`config.mk`:
```
export PLATFORM = sky130hd
export DESIGN_NAME = multi_blink
export DESIGN_NICKNAME = d
export VERILOG_FILES = /design/src/rtl/multi_blink_pkg.sv /design/src/rtl/multi_blink_channel.sv /design/src/rtl/multi_blink.sv
export SDC_FILE = /design/constraint.sdc
export NUM_CORES = 1
export LEC_CHECK = 0
export BUFFER_PORTS_ARGS = -buffer_cell sky130_fd_sc_hd__buf_2
export CAP_MARGIN = 20
export CORE_MARGIN = 5
export CORE_UTILIZATION = 35
export CTS_CLUSTER_DIAMETER = 120
export DETAILED_ROUTE_END_ITERATION = 7
export HOLD_SLACK_MARGIN = 0.03
export SYNTH_ARGS = -nofsm -noshare
export SYNTH_HDL_FRONTEND = slang
export SYNTH_HIERARCHICAL = 1
export SYNTH_SLANG_ARGS = --single-unit
```
`constraint.sdc`:
```
create_clock -name clk -period 4.7 [get_ports clk]
set_input_delay 0.47 -clock clk [delete_from_list [all_inputs] [get_ports clk]]
set_output_delay 0.47 -clock clk [all_outputs]
set_load 0.01 [all_outputs]
```
`src/rtl/multi_blink_pkg.sv`:
```
// Shared encodings for the multi-channel LED pattern generator.
// Holds the configuration mode codes, the channel state enum and the mode-to-state mapping.
package multi_blink_pkg;

   localparam logic [1:0] MODE_OFF   = 2'd0;
   localparam logic [1:0] MODE_ON    = 2'd1;
   localparam logic [1:0] MODE_BLINK = 2'd2;
   localparam logic [1:0] MODE_BURST = 2'd3;

   typedef enum logic [1:0] {
      S_OFF   = 2'd0,
      S_ON    = 2'd1,
      S_BLINK = 2'd2,
      S_BURST = 2'd3
   } ch_state_t;

   // A burst with no pulses is indistinguishable from OFF, so it is folded into OFF here.
   function automatic ch_state_t mode_to_state(input logic [1:0] mode, input logic pulses_nz);
      ch_state_t st;
      case (mode)
         MODE_OFF:   st = S_OFF;
         MODE_ON:    st = S_ON;
         MODE_BLINK: st = S_BLINK;
         MODE_BURST: st = pulses_nz ? S_BURST : S_OFF;
         default:    st = S_OFF;
      endcase
      return st;
   endfunction

endpackage

```
`src/rtl/multi_blink_channel.sv`:
```
// One LED channel: mode FSM, half-period tick counter and remaining-pulse counter.
// The led and busy outputs are registered; a write always takes priority over a tick.
module blink_channel
   import multi_blink_pkg::*;
#(
   parameter int PERIOD_W = 16,
   parameter int CNT_W    = 8
) (
   input  logic                clk,
   input  logic                rst,
   input  logic                tick,
   input  logic                we,
   input  logic [1:0]          mode,
   input  logic [PERIOD_W-1:0] period,
   input  logic [CNT_W-1:0]    pulses,
   output logic                led,
   output logic                busy
);

   ch_state_t           state_r, state_s;
   logic [PERIOD_W-1:0] cnt_r, cnt_s;
   logic [PERIOD_W-1:0] period_r, period_s;
   logic [CNT_W-1:0]    remaining_r, remaining_s;
   logic                led_r, led_s;
   logic                busy_r, busy_s;
   logic                wrap_s;
   logic                burst_done_s;

   assign wrap_s       = tick && (cnt_r == (period_r - PERIOD_W'(1)));
   assign burst_done_s = wrap_s && !led_r && (remaining_r == CNT_W'(0));

   // State and datapath registers
   always_ff @(posedge clk or posedge rst) begin
      if (rst) begin
         state_r     <= S_OFF;
         cnt_r       <= '0;
         period_r    <= PERIOD_W'(1);
         remaining_r <= '0;
         led_r       <= 1'b0;
         busy_r      <= 1'b0;
      end else begin
         state_r     <= state_s;
         cnt_r       <= cnt_s;
         period_r    <= period_s;
         remaining_r <= remaining_s;
         led_r       <= led_s;
         busy_r      <= busy_s;
      end
   end

   // Next-state selection
   always_comb begin
      state_s = state_r;
      if (we) begin
         state_s = mode_to_state(mode, pulses != CNT_W'(0));
      end else if (state_r == S_BURST && burst_done_s) begin
         state_s = S_OFF;
      end else begin
         state_s = state_r;
      end
   end

   // Output and counter updates
   always_comb begin
      cnt_s       = cnt_r;
      period_s    = period_r;
      remaining_s = remaining_r;
      led_s       = led_r;
      busy_s      = busy_r;
      if (we) begin
         cnt_s       = '0;
         period_s    = (period == PERIOD_W'(0)) ? PERIOD_W'(1) : period;
         remaining_s = pulses;
         led_s       = (state_s != S_OFF);
         busy_s      = (state_s == S_BURST);
      end else begin
         case (state_r)
            S_BLINK: begin
               if (wrap_s) begin
                  cnt_s = '0;
                  led_s = !led_r;
               end else if (tick) begin
                  cnt_s = cnt_r + PERIOD_W'(1);
               end else begin
                  cnt_s = cnt_r;
               end
            end
            S_BURST: begin
               if (wrap_s) begin
                  cnt_s = '0;
                  if (led_r) begin
                     led_s       = 1'b0;
                     remaining_s = remaining_r - CNT_W'(1);
                  end else if (remaining_r == CNT_W'(0)) begin
                     // Off-phase after the last pulse has completed
                     led_s  = 1'b0;
                     busy_s = 1'b0;
                  end else begin
                     led_s = 1'b1;
                  end
               end else if (tick) begin
                  cnt_s = cnt_r + PERIOD_W'(1);
               end else begin
                  cnt_s = cnt_r;
               end
            end
            default: begin
               cnt_s = '0;
            end
         endcase
      end
   end

   assign led  = led_r;
   assign busy = busy_r;

endmodule

```
`src/rtl/multi_blink.sv`:
```
// Multi-channel LED pattern generator: shared tick prescaler plus CHANNELS
// independently configured blink_channel instances.
module multi_blink
   import multi_blink_pkg::*;
#(
   parameter int CLK_HZ   = 50000000,
   parameter int TICK_HZ  = 1000,
   parameter int CHANNELS = 4,
   parameter int PERIOD_W = 16,
   parameter int CNT_W    = 8,
   localparam int CH_W    = (CHANNELS > 1) ? $clog2(CHANNELS) : 1
) (
   input  logic                clk,
   input  logic                rst,
   input  logic                cfg_we,
   input  logic [CH_W-1:0]     cfg_ch,
   input  logic [1:0]          cfg_mode,
   input  logic [PERIOD_W-1:0] cfg_period,
   input  logic [CNT_W-1:0]    cfg_pulses,
   output logic [CHANNELS-1:0] led,
   output logic [CHANNELS-1:0] busy,
   output logic                tick
);

   localparam int DIV   = CLK_HZ / TICK_HZ;
   localparam int PRE_W = $clog2(DIV);

   logic [PRE_W-1:0]    pre_cnt_r, pre_cnt_s;
   logic                tick_r;
   logic [CHANNELS-1:0] we_s;

   // Prescaler wrap
   always_comb begin
      if (pre_cnt_r == PRE_W'(DIV - 1)) begin
         pre_cnt_s = '0;
      end else begin
         pre_cnt_s = pre_cnt_r + PRE_W'(1);
      end
   end

   // Prescaler and tick registers; tick is high exactly while the count sits at DIV-1
   always_ff @(posedge clk or posedge rst) begin
      if (rst) begin
         pre_cnt_r <= '0;
         tick_r    <= 1'b0;
      end else begin
         pre_cnt_r <= pre_cnt_s;
         tick_r    <= (pre_cnt_s == PRE_W'(DIV - 1));
      end
   end

   assign tick = tick_r;

   for (genvar i = 0; i < CHANNELS; i++) begin : g_ch
      // Indices at or above CHANNELS never match, so such writes are dropped
      assign we_s[i] = cfg_we && (cfg_ch == CH_W'(i));

      blink_channel #(
         .PERIOD_W (PERIOD_W),
         .CNT_W    (CNT_W)
      ) u_ch (
         .clk    (clk),
         .rst    (rst),
         .tick   (tick_r),
         .we     (we_s[i]),
         .mode   (cfg_mode),
         .period (cfg_period),
         .pulses (cfg_pulses),
         .led    (led[i]),
         .busy   (busy[i])
      );
   end

endmodule
```
* Yosys cells after proc, flatten, opt, wreduce, memory -nomap -nowiden *
Cells that the tools add are included.

storage, ports and cells
  bits in registers = 193
  output and inout bits = 9
  logic and storage cells = 239

cells by class
  mux-type cells = 88
  equality and inequality tests = 40
  reduce and logical (&&, ||, !) cells = 72
  add/sub/neg operators = 13

operators by type and width
  cell                                                 count
  two-way mux 16 bit                                   18
  two-way mux 8 bit                                    16
  adder 16 x 1 -> 16 bit (second input constant)       5
  equality test 16 bit                                 4
  subtractor 16 x 1 -> 16 bit (second input constant)  4
  two-way mux 1 bit                                    40
  nonzero test 2 bit                                   20
  equality test 16 bit (second input constant)         2
  equality test 2 bit (second input constant)          16
  zero test 8 bit                                      4
  subtractor 8 x 1 -> 8 bit (second input constant)    4
  != test 3 x 1 -> 1 bit (second input constant)       8
  AND reduction 3 bit                                  8
  logical AND 1 bit                                    20
  two-way mux 2 bit                                    9
  zero test 16 bit                                     1
  != test 4 x 1 -> 1 bit (second input constant)       4
  AND reduction 4 bit                                  4
  nonzero test 3 bit                                   4
  != test 2 x 1 -> 1 bit (second input constant)       4
  case mux 1 bit (2 select lines)                      4
  case mux 2 bit (4 select lines)                      1
  nonzero test 8 bit                                   1
  OR reduction 2 bit                                   4
  other kinds (3)                                      8

* Logic depth before layout (Yosys ltp) *
Gate-level depths: netlist of run 1.

  depth after elaboration = 10
  gate-level depth with buffers = 12

* Hierarchy *
Netlist of run 1, hierarchy kept.

modules (own cells, without submodules)
  module                             seq. area each (um^2)  times used  area an instance (um^2)  cells an instance
  blink_channel at g_ch[0].u_ch ...  1102.3                 3           2861.5                   310
  blink_channel at g_ch[3].u_ch      1102.3                 1           2880.3                   313
  multi_blink                        425.4                  1           959.7                    100

* Worst setup path after synthesis of run 1 *
OpenSTA, ideal clock, no wires.

  kind = register -> register
  start point = register g_ch[0].u_ch.period_r[0]
  end point = register g_ch[0].u_ch.busy_r
  path slack = 1.628 ns
  path buffers = 2
  arrival time = 2.953 ns
  setup time = 0.120 ns
  cell stages (with the launch flop) = 12
  cell sequence = dfstp_2 clkbuf_1 inv_1 ha_1 clkbuf_1 and2b_1 or3_1 a31o_2 nor4_4 nand4_2 or3_4 a31o_1

on the way
  cells in the longest elaborated chain, start to end = 10
  elaborated cells between the ends (all ways) = 12
  classes of those cells = 1 x add/sub; 2 x eq/ne; 3 x mux; 6 x reduce/logical

ends and longest elaborated chain
  item                             line                       text
  start, declared                  multi_blink_channel.sv:22  logic [PERIOD_W-1:0] period_r, period_s;
  start signal, assigned           multi_blink_channel.sv:44  period_r <= period_s;
  subtractor 16 x 1 -> 16 bit *    multi_blink_channel.sv:29  assign wrap_s = tick && (cnt_r == (period_r - PERIOD_W'(1)));
  equality test 16 bit *           multi_blink_channel.sv:29
  logical AND 1 bit *              multi_blink_channel.sv:29
  logical AND 1 bit (2 in series)  multi_blink_channel.sv:30  assign burst_done_s = wrap_s && !led_r && (remaining_r == CNT_W'(0));
  logical AND 1 bit                multi_blink_channel.sv:56  end else if (state_r == S_BURST && burst_done_s) begin
  two-way mux 2 bit                multi_blink_channel.sv:56
  two-way mux 2 bit                multi_blink_channel.sv:54  if (we) begin
  equality test 2 bit              multi_blink_channel.sv:75  busy_s = (state_s == S_BURST);
  two-way mux 1 bit                multi_blink_channel.sv:70  if (we) begin
  end signal, assigned             multi_blink_channel.sv:47  busy_r <= busy_s;
  end, declared                    multi_blink_channel.sv:25  logic busy_r, busy_s;

Mark *: on every way between the ends. The rest lies on a longest branch, timed or not.
A chain may end at the register's enable or synchronous reset.

* Worst setup path in the final report of run 1 *
  start point = register g_ch[1].u_ch.period_r[0]
  end point = register g_ch[1].u_ch.remaining_r[6]

on the way
  cells in the longest elaborated chain, start to end = 5

ends and longest elaborated chain
  item                                  line                       text
  start, declared                       multi_blink_channel.sv:22
  start signal, assigned                multi_blink_channel.sv:44
  subtractor 16 x 1 -> 16 bit           multi_blink_channel.sv:29
  equality test 16 bit                  multi_blink_channel.sv:29
  logical AND 1 bit                     multi_blink_channel.sv:29
  nonzero test 2 bit (no source line)   --
  AND reduction 3 bit (no source line)  --
  end signal, assigned                  multi_blink_channel.sv:45  remaining_r <= remaining_s;
  end, declared                         multi_blink_channel.sv:23  logic [CNT_W-1:0] remaining_r, remaining_s;

Every way passes these cells.

==> results by stage, run 1 <==
Synth:
- The most frequently used flop master after synthesis is sky130_fd_sc_hd__dfrtp_1.
- The post-synthesis sequential element count is about 190.
- The async set or reset register ratio after synthesis is 1.00.
- The count of flip-flops with a built-in enable after synthesis is 0.
- Of the post-synthesis cell area, the dominant cell type holds 0.381.
- Synthesis produced between 1000 and 1500 cells.
- The number of nets produced by synthesis is 1391.
- The commonest cells after synthesis are sky130_fd_sc_hd__dfrtp_1 (189), sky130_fd_sc_hd__nor2_1 (150), sky130_fd_sc_hd__nand2_1 (94).
- Dividing the synthesized area by the synthesized cell count gives roughly 9 sq um.
- The netlist uses just over 80 different library cells.
- The most frequently used cell type in the post-synthesis netlist is sky130_fd_sc_hd__dfrtp_1.
- Summing every instance area after synthesis gives 12400 sq um.
- Sorting the synthesized cells by area gives the leading types as sky130_fd_sc_hd__dfrtp_1 (38%), sky130_fd_sc_hd__mux2_2 (5.2%), sky130_fd_sc_hd__nor2_1 (4.5%).
- The count of warnings emitted by yosys is 6.
- The most area-hungry cell type in the Yosys netlist is sky130_fd_sc_hd__dfrtp_1.
- The sequential fraction of the synthesis area is 0.389.

Clock network:
- In this run the deepest clock path goes through 2 buffers.
- At the later pin of the worst-skew pair, clock insertion delay measures approximately 460 ps.
- Post-CTS timing repair inserted 0 buffers for setup.
- In this run the number of H-tree levels came out at 4.
- CTS saw 193 sinks.
- The root buffer cell chosen for the clock tree is sky130_fd_sc_hd__clkbuf_16.
- Post-CTS repair changed the size of 0 cells.
- The number of clock buffers added by TritonCTS is 17.
- The TritonCTS clock tree is yes.
- The cts-stage hold buffer count is 0.
- After clock tree synthesis, the clock-pin slew on the worst setup and hold paths is 90 ps.

Critical path:
- The endpoint of the worst-slack reg-to-reg timing path is g_ch[1].u_ch/remaining_r[6].
- The critical path arrival is 3580 ps.
- For this design, the slowest cell found on the critical path is sky130_fd_sc_hd__dfstp_2.
- The worst setup path is launched from a flop.
- Of all nets on the critical path, the largest fanout is 11.
- Walking the worst path, the cells encountered are inv_1 > ha_1 > or2_2 > a2111oi_0 > o21bai_1 > a22oi_1 > and4_1 > a211oi_1 > a311oi_1.
- The delay contributed by the slowest stage of the critical path is approximately 650 ps.
- The number of cells on the worst reg-to-reg path is 9.
- Counting both buffers and inverters, the worst setup path holds a total of 1.
- The nature of the critical path endpoint is a flop.
- The critical path runs through a total of 9 cells.
- For flop-to-flop paths, the worst setup slack is between 1000 and 1500 ps.
- The critical path in this run is classified as reg -> reg.
- In this run the critical register-to-register path is launched from g_ch[1].u_ch/period_r[0].
- The cell family with the largest share of critical-path delay is compound AO/OA/AOI/OAI gates.
- STA puts the critical path data required time at 5060 ps.

Placement:
- Summing all placed instances gives a cell area of roughly 13000 sq um.
- Once placement completed, the tool counted placed cells totaling between 1500 and 2000.
- At the end of routability-driven placement, the weighted congestion stood at about 0.89.
- Buffers placed on the I/O ports in this run total 39.
- Detailed placement finished with a half-perimeter wire length of roughly 23000 microns.

Die:
- The core region is 35300 sq um.
- The number of placed I/O pins is 40.
- The starting utilization of the core area is 0.352.
- The full die area is 39400 sq um.
- The floorplan has 69 rows.
- The floorplan die width is between 150 and 200 microns.
- The floorplan die height is slightly below 200 microns.

Power and ir drop:
- VDD sags by at most ~220 uV.
- For this design the static power due to leakage is 0.00527 uW.
- The total power per unit cell area is roughly 330 nW/um^2.

Detailed routing:
- Dividing the detail-routed wire length by the instance count gives about 18 microns.
- In the routed design, unresolved DRC markers number 0.
- Before antenna repair, the detailed router went through 5 iterations.
- The detailed router finished its first iteration with ~800 violations.
- The number of routed nets with antenna violations is 0.
- Using the TritonRoute via totals, the vias-per-cell ratio works out to about 5.7.
- The via total after detailed routing is between 10000 and 15000.
- The total routed wirelength is 32400 microns.

GRT:
- The maximum number of pins on one net before global-route repair is 45.
- The initial antenna violation count is 2.
- Global routing finished with a remaining overflow of 0.
- The global-route total usage across every layer is 0.168.
- The number of global-route vias before repair is around 10000.
- The first global-routing pass estimated between 50000 and 60000 microns of wire.

Timing:
- Setup violations remaining at the end of the flow were counted as 0.
- The final clock period utilization by the worst path is 0.686.
- Clock skew on the completed layout was measured at approximately 19 ps.
- Measured against its own limit, the worst slew margin works out to 0.381.
- The number of endpoints with negative hold slack in the final report is 0.
- The worst hold slack across all endpoints is 79.2 ps.
- For the final routed database, the setup TNS stands at 0 ps.
- The final critical path time including I/O delays and setup is around 3200 ps.
- Static timing analysis puts the maximum clock frequency at between 300 and 400 MHz.
- The transition time of the tightest slew-check pin is a little over 900 ps.
- Setup repair after global routing left no endpoint under its margin.
- The final number of max-transition violations came to 0.

Finish:
- 0 antenna diodes ended up in the layout.
- The post-route standard cell area excluding fillers is roughly 14000 sq um.
- For this run, the post-layout net count is between 1000 and 1500.
- The fraction of layout cells with a size suffix above 1 is 0.142.
- From synthesis to final layout, the design area changed by 9.86%.
- The post-route non-filler standard cell count is 1830.

Outcome:
- The flow ran to the end, and the final reports show no timing, DRC or antenna violations.

Run:
- The tool flagged a number of max-cap violations equal to 0.

Hold path:
- The class of the worst hold path is in -> async.
[cells by family (layout without fill, tap and decap cells)]
logic type      count (synthesis)  after routing  share of synthesized area
buf+inv                       104            130                     0.0345
flops                         193            193                      0.389
compound gates                230            230                      0.135
fa+ha+maj                      17             17                     0.0171
simple gates                  610            610                      0.278
mux                            68             68                     0.0605
xor+xnor                      121            121                     0.0853
[registers in the layout (all words and copies together), names as in the netlist]
signal	count
g_ch.u_ch/busy	4
tick	1
g_ch.u_ch/period_r	64
g_ch.u_ch/cnt_r	64
g_ch.u_ch/remaining_r	32
g_ch.u_ch/state_r	8
g_ch.u_ch/led	4
pre_cnt_r	16
[layout by cell type (no fill, tap or decap), types with 7 or more instances in the layout]
master / netlist / routed
sky130_fd_sc_hd__a211oi_1: 23 / 23
sky130_fd_sc_hd__buf_2: 7 / 39
sky130_fd_sc_hd__nor4_4: 8 / 8
sky130_fd_sc_hd__and2_1: 9 / 9
sky130_fd_sc_hd__dfrtp_1: 189 / 189
sky130_fd_sc_hd__nand3_1: 46 / 46
sky130_fd_sc_hd__clkbuf_16: 0 / 17
sky130_fd_sc_hd__xnor2_1: 63 / 63
sky130_fd_sc_hd__nand4b_1: 8 / 8
sky130_fd_sc_hd__ha_1: 17 / 17
sky130_fd_sc_hd__inv_8: 0 / 7
sky130_fd_sc_hd__nor2b_1: 17 / 17
sky130_fd_sc_hd__a22oi_1: 11 / 11
sky130_fd_sc_hd__buf_4: 4 / 7
sky130_fd_sc_hd__nand2b_1: 15 / 15
sky130_fd_sc_hd__mux2i_1: 11 / 11
sky130_fd_sc_hd__a31oi_1: 12 / 12
sky130_fd_sc_hd__or3_1: 22 / 22
sky130_fd_sc_hd__o21a_1: 7 / 7
sky130_fd_sc_hd__nor3_1: 56 / 56
sky130_fd_sc_hd__and3_1: 26 / 26
sky130_fd_sc_hd__mux2_2: 57 / 57
sky130_fd_sc_hd__a41oi_1: 7 / 7
sky130_fd_sc_hd__or4_1: 23 / 23
sky130_fd_sc_hd__a21oi_1: 31 / 31
sky130_fd_sc_hd__and4_1: 12 / 12
sky130_fd_sc_hd__nor4_1: 33 / 33
sky130_fd_sc_hd__xor2_1: 58 / 58
sky130_fd_sc_hd__nand2_1: 94 / 94
sky130_fd_sc_hd__nor2_1: 150 / 148
sky130_fd_sc_hd__inv_1: 47 / 43
sky130_fd_sc_hd__o21ai_0: 40 / 40
sky130_fd_sc_hd__nor4_2: 7 / 7
sky130_fd_sc_hd__a311oi_1: 16 / 16
sky130_fd_sc_hd__o211ai_1: 20 / 20
sky130_fd_sc_hd__nand4_1: 42 / 42
[worst max-delay path by stage]
stage	startpoint	to	slack (ps)
2_1_floorplan	g_ch[0].u_ch/period_r[0]	g_ch[0].u_ch/busy	1630
3_3_place_gp	g_ch[1].u_ch/period_r[0]	g_ch[1].u_ch/remaining_r[2]	1640
3_5_place_dp	g_ch[1].u_ch/period_r[0]	g_ch[1].u_ch/remaining_r[5]	1540
4_1_cts	g_ch[1].u_ch/period_r[0]	g_ch[1].u_ch/remaining_r[6]	1500
5_1_grt	g_ch[1].u_ch/period_r[0]	g_ch[1].u_ch/remaining_r[7]	1160
6_report	g_ch[1].u_ch/period_r[0]	g_ch[1].u_ch/remaining_r[6]	1480
[report_power, final]
part | internal [uW] | switching, uW | leakage [uW]
clock network | 771 | 766 | 0.000294
logic | 377 | 493 | 0.00255
registers | 1830 | 272 | 0.00242
[layer usage]
metal | track usage | wire length (microns) | up-vias
met2 | 0.265 | 15000 | 243
met3 | 0.0279 | 1360 | 33
met1 | 0.241 | 15600 | 5185
met5 | 0 | 0 | -
met4 | 0.0413 | 450 | 0
li1 | - | - | 4990
[through the flow]
stage | setup WS (ps) | util | power, uW
6_report | 1480 | 0.387 | 4510
5_1_grt | 1160 | 0.387 | 4750
4_1_cts | 1500 | 0.386 | 4550
3_5_place_dp | 1540 | 0.369 | 2990
3_3_place_gp | 1640 | 0.369 | 2970
2_1_floorplan | 1630 | - | 2730
[area by class of cell]
| class | count | area [sq um] |
|---|---|---|
| Timing Repair Buffer | 47 | 268 |
| Clock inverter | 15 | 183 |
| Fill cell | 3477 | 21700 |
| Clock buffer | 17 | 425 |
| Multi-Input combinational cell | 1046 | 7170 |
| Sequential cell | 193 | 4830 |
| Tap cell | 461 | 577 |
| Inverter | 51 | 191 |
No activity file was read; power rests on OpenSTA's default activity.
==> run 2, diff against run 1 <==
==> constraint.sdc (replaced) <==
create_clock -name clk -period 3.1 [get_ports clk]
set_input_delay 0.31 -clock clk [delete_from_list [all_inputs] [get_ports clk]]
set_output_delay 0.31 -clock clk [all_outputs]
set_load 0.01 [all_outputs]
==> run 2 against run 1 <==
Critical path depth shrank 2. Sequential power is 50% higher. Setup slack got worse by 1300 ps. Register-to-register slack got worse by 1300 ps. Core utilization is 0.96 points higher. Count of clock-buffer cells in the layout stayed put. Hold slack improved by 130 ps. Clock power up 53%. Maximum frequency increased by 8.8%. Non-clock buffer count up 32.
==> results by stage, run 2 (same netlist as run 1, synthesis figures left out) <==
Finish:
- The number of inserted filler cells in the final layout is between 3000 and 4000.
- The library cells used most frequently in the layout, excluding fill and tap cells, are sky130_fd_sc_hd__dfrtp_1 (189), sky130_fd_sc_hd__nor2_1 (148), sky130_fd_sc_hd__nand2_1 (94).
- The largest registers in the layout are g_ch.u_ch/cnt_r: 64 flops, g_ch.u_ch/period_r: 64 flops, g_ch.u_ch/remaining_r: 32 flops.
- The utilization after layout is 0.396.
- The relative area change from synthesis to final layout is 12.6%.
- The area of all sequential standard cells is 4830 sq um.
- The fraction of layout cells with a size suffix above 1 is 0.166.
- The library cell used most frequently in the layout, excluding fill and tap cells, is sky130_fd_sc_hd__dfrtp_1.
- The net count of the finished layout is approximately 1400.
- The multi-input gate area in the final layout is ~7200 sq um.

Clock network:
- The later pin in the worst-skew pair is clocked with a latency of around 460 ps.
- The H-tree was split into 4 levels.
- The longest clock path from root to sink contains 2 buffers.
- Clock tree synthesis found a total of a little under 200 sinks.
- TritonCTS built the clock tree.
- After clock tree synthesis, the clock-pin slew on the worst setup and hold paths is around 80 ps.
- The root buffer selected by CTS is sky130_fd_sc_hd__clkbuf_16.
- The number of CTS-inserted buffers is 17.

Die:
- The die covers just under 40000 sq um.
- For this design the top-level I/O count stands at 40.
- The starting utilization of the core area is 0.352.
- The area of the core is roughly 35000 sq um.
- The number of placement rows is 69.
- The floorplan die width is just under 200 microns.
- In this run the vertical extent of the chip is just under 200 microns.

Detailed routing:
- The detailed router placed between 10000 and 15000 vias in this run.
- The initial DRC count is slightly below 700.
- The average wire length per cell after detail routing is 18.0 microns.
- The total routed wirelength is roughly 34000 microns.
- Using the TritonRoute via totals, the vias-per-cell ratio works out to between 5 and 6.
- For this run, the detailed router's first-pass iteration total came to 5.
- The count of nets left with antenna violations once routing finished came out at 0.
- In the routed design, unresolved DRC markers number 0.

Critical path:
- The kind of cell with the highest combined delay along the critical path is simple AND/OR/NAND/NOR gates.
- Data on the critical path is required at its endpoint by roughly 3500 ps.
- The sort of element at the start of the critical path is a flop.
- The number of buffers and inverters on the critical path is 0.
- The nature of the critical path endpoint is a flop.
- In this run the worst path has a maximum fanout of 13.
- At the worst endpoint, the arrival time is roughly 3300 ps.
- The type of the worst setup path is reg -> reg.
- Walking the worst path, the cells encountered are or4_4 > or3_1 > a2111o_1 > a21oi_2 > nand4_4 > or3_1 > a31oi_1.
- The delay contributed by the slowest stage of the critical path is between 500 and 600 ps.
- The standard cell with the maximum stage delay on the critical path is sky130_fd_sc_hd__or4_4.
- The cell seen most often among critical-path stages is sky130_fd_sc_hd__or3_1.

Timing:
- The number of endpoints with negative hold slack in the final report is 0.
- The final critical path time including I/O delays and setup is 2960 ps.
- The transition time of the tightest slew-check pin is between 700 and 800 ps.
- Setup repair after global routing left no endpoint under its margin.
- Across the routed clock network, the largest skew measured is 14.8 ps.
- The final number of setup-violating endpoints is 0.
- The final clock period utilization by the worst path is 0.955.
- Static timing analysis puts the maximum clock frequency at ~340 MHz.
- The final number of max-transition violations was 0.
- The relative max-transition margin is 0.493.
- The summed negative setup slack over all endpoints is 0 ps.
- The worst path meets setup with between 100 and 150 ps of slack.

GRT:
- The maximum number of pins on one net before global-route repair is between 40 and 50.
- For this run, the total global-route usage over all layers was measured as 0.171.
- The wire length of the first global-routing pass is about 55000 microns.
- The remaining global-route overflow is 0.
- The number of global-route vias before repair was a little over 10000.
- The initial antenna violation count was 0.

Power and ir drop:
- The static power due to leakage is around 0.0055 uW.
- The design draws between 6000 and 7000 uW.
- The total power per unit cell area is between 400 and 500 nW/um^2.
- VDD sags by at most between 400 and 500 uV.

Placement:
- The final estimated routing congestion in global placement is between 0.8 and 0.9.
- In this run the tool buffered the top-level ports with 39 buffer cells.
- The post-DP HPWL is 23600 microns.
- Before CTS, the worst setup slack after placement is 146 ps.

Outcome:
- The flow ran to the end, and the final reports show no timing, DRC or antenna violations.

Run:
- The tool flagged a number of max-cap violations equal to 0.

Hold path:
- The class of the worst hold path is in -> reg.
[run 2: cell count changes in the layout (fill, tap and decap cells not counted), moves of 3 or more]
cell / before / now
sky130_fd_sc_hd__buf_4: 7 / 35
sky130_fd_sc_hd__and4_1: 12 / 9
sky130_fd_sc_hd__and4_2: 0 / 3
sky130_fd_sc_hd__inv_6: 3 / 7
sky130_fd_sc_hd__inv_8: 7 / 4
[run 2: final timing paths]
path                                        startpoint                           to  slack (ps)  cells after the start
max reg2reg                   g_ch[3].u_ch/period_r[6]  g_ch[3].u_ch/remaining_r[3]         140                      7
max                           g_ch[3].u_ch/period_r[6]  g_ch[3].u_ch/remaining_r[3]         140                      7
max in group asynchronous                          rst     g_ch[3].u_ch/period_r[0]        1890                      5
min reg2reg                g_ch[1].u_ch/remaining_r[6]  g_ch[1].u_ch/remaining_r[6]         490                      1
min                                      cfg_pulses[0]  g_ch[3].u_ch/remaining_r[0]         210                      3
min in group asynchronous                          rst  g_ch[2].u_ch/remaining_r[0]         380                      3
[run 2: repair_timing]
item	in CTS	in global routing
endpoints found under the hold margin	0	52
hold buffers	0	1
gates resized for setup	0	9
buffers inserted	0	1
setup endpoints to repair	0	34
[run 2: cell type report]
| cell class | instances | share of cell area |
|---|---|---|
| sequential | 193 | 0.346 |
| multi-input combinational | 1047 | 0.516 |
| clock buffer | 17 | 0.0304 |
| tap | 461 | 0.0412 |
| inverter | 51 | 0.0137 |
| clock inverter | 15 | 0.0134 |
| timing repair buffer | 79 | 0.0397 |
| antenna | 1 | 0.000179 |
[run 2: tightest hold or removal path: cells and delay by family]
kind                   cells  cell delay, ps
AO/OA/AOI/OAI              1              50
buffers and inverters      1             170
AND/OR/NAND/NOR            1             100
[run 2: layer usage]
metal	vias up	global-route usage	wire length [microns]
met5	-	0	0
met4	0	0.0479	577
met3	42	0.0320	1770
met2	262	0.271	15600
met1	5218	0.241	15600
li1	5058	-	-
[run 2: power breakdown]
| group | switching, uW | internal (uW) |
|---|---|---|
| Sequential | 360 | 2780 |
| Clock | 1130 | 1240 |
| Combinational | 842 | 645 |
| Total | 2330 | 4660 |
[run 2: stage by stage]
stage | hold slack [ps] | cell area, sq um | cells
2_1_floorplan | 236 | 12400 | 1343
3_3_place_gp | 467 | 13200 | 1824
3_5_place_dp | 477 | 13200 | 1824
4_1_cts | 66.3 | 13800 | 1856
5_1_grt | 198 | 14000 | 1863
6_report | 207 | 14000 | 1864
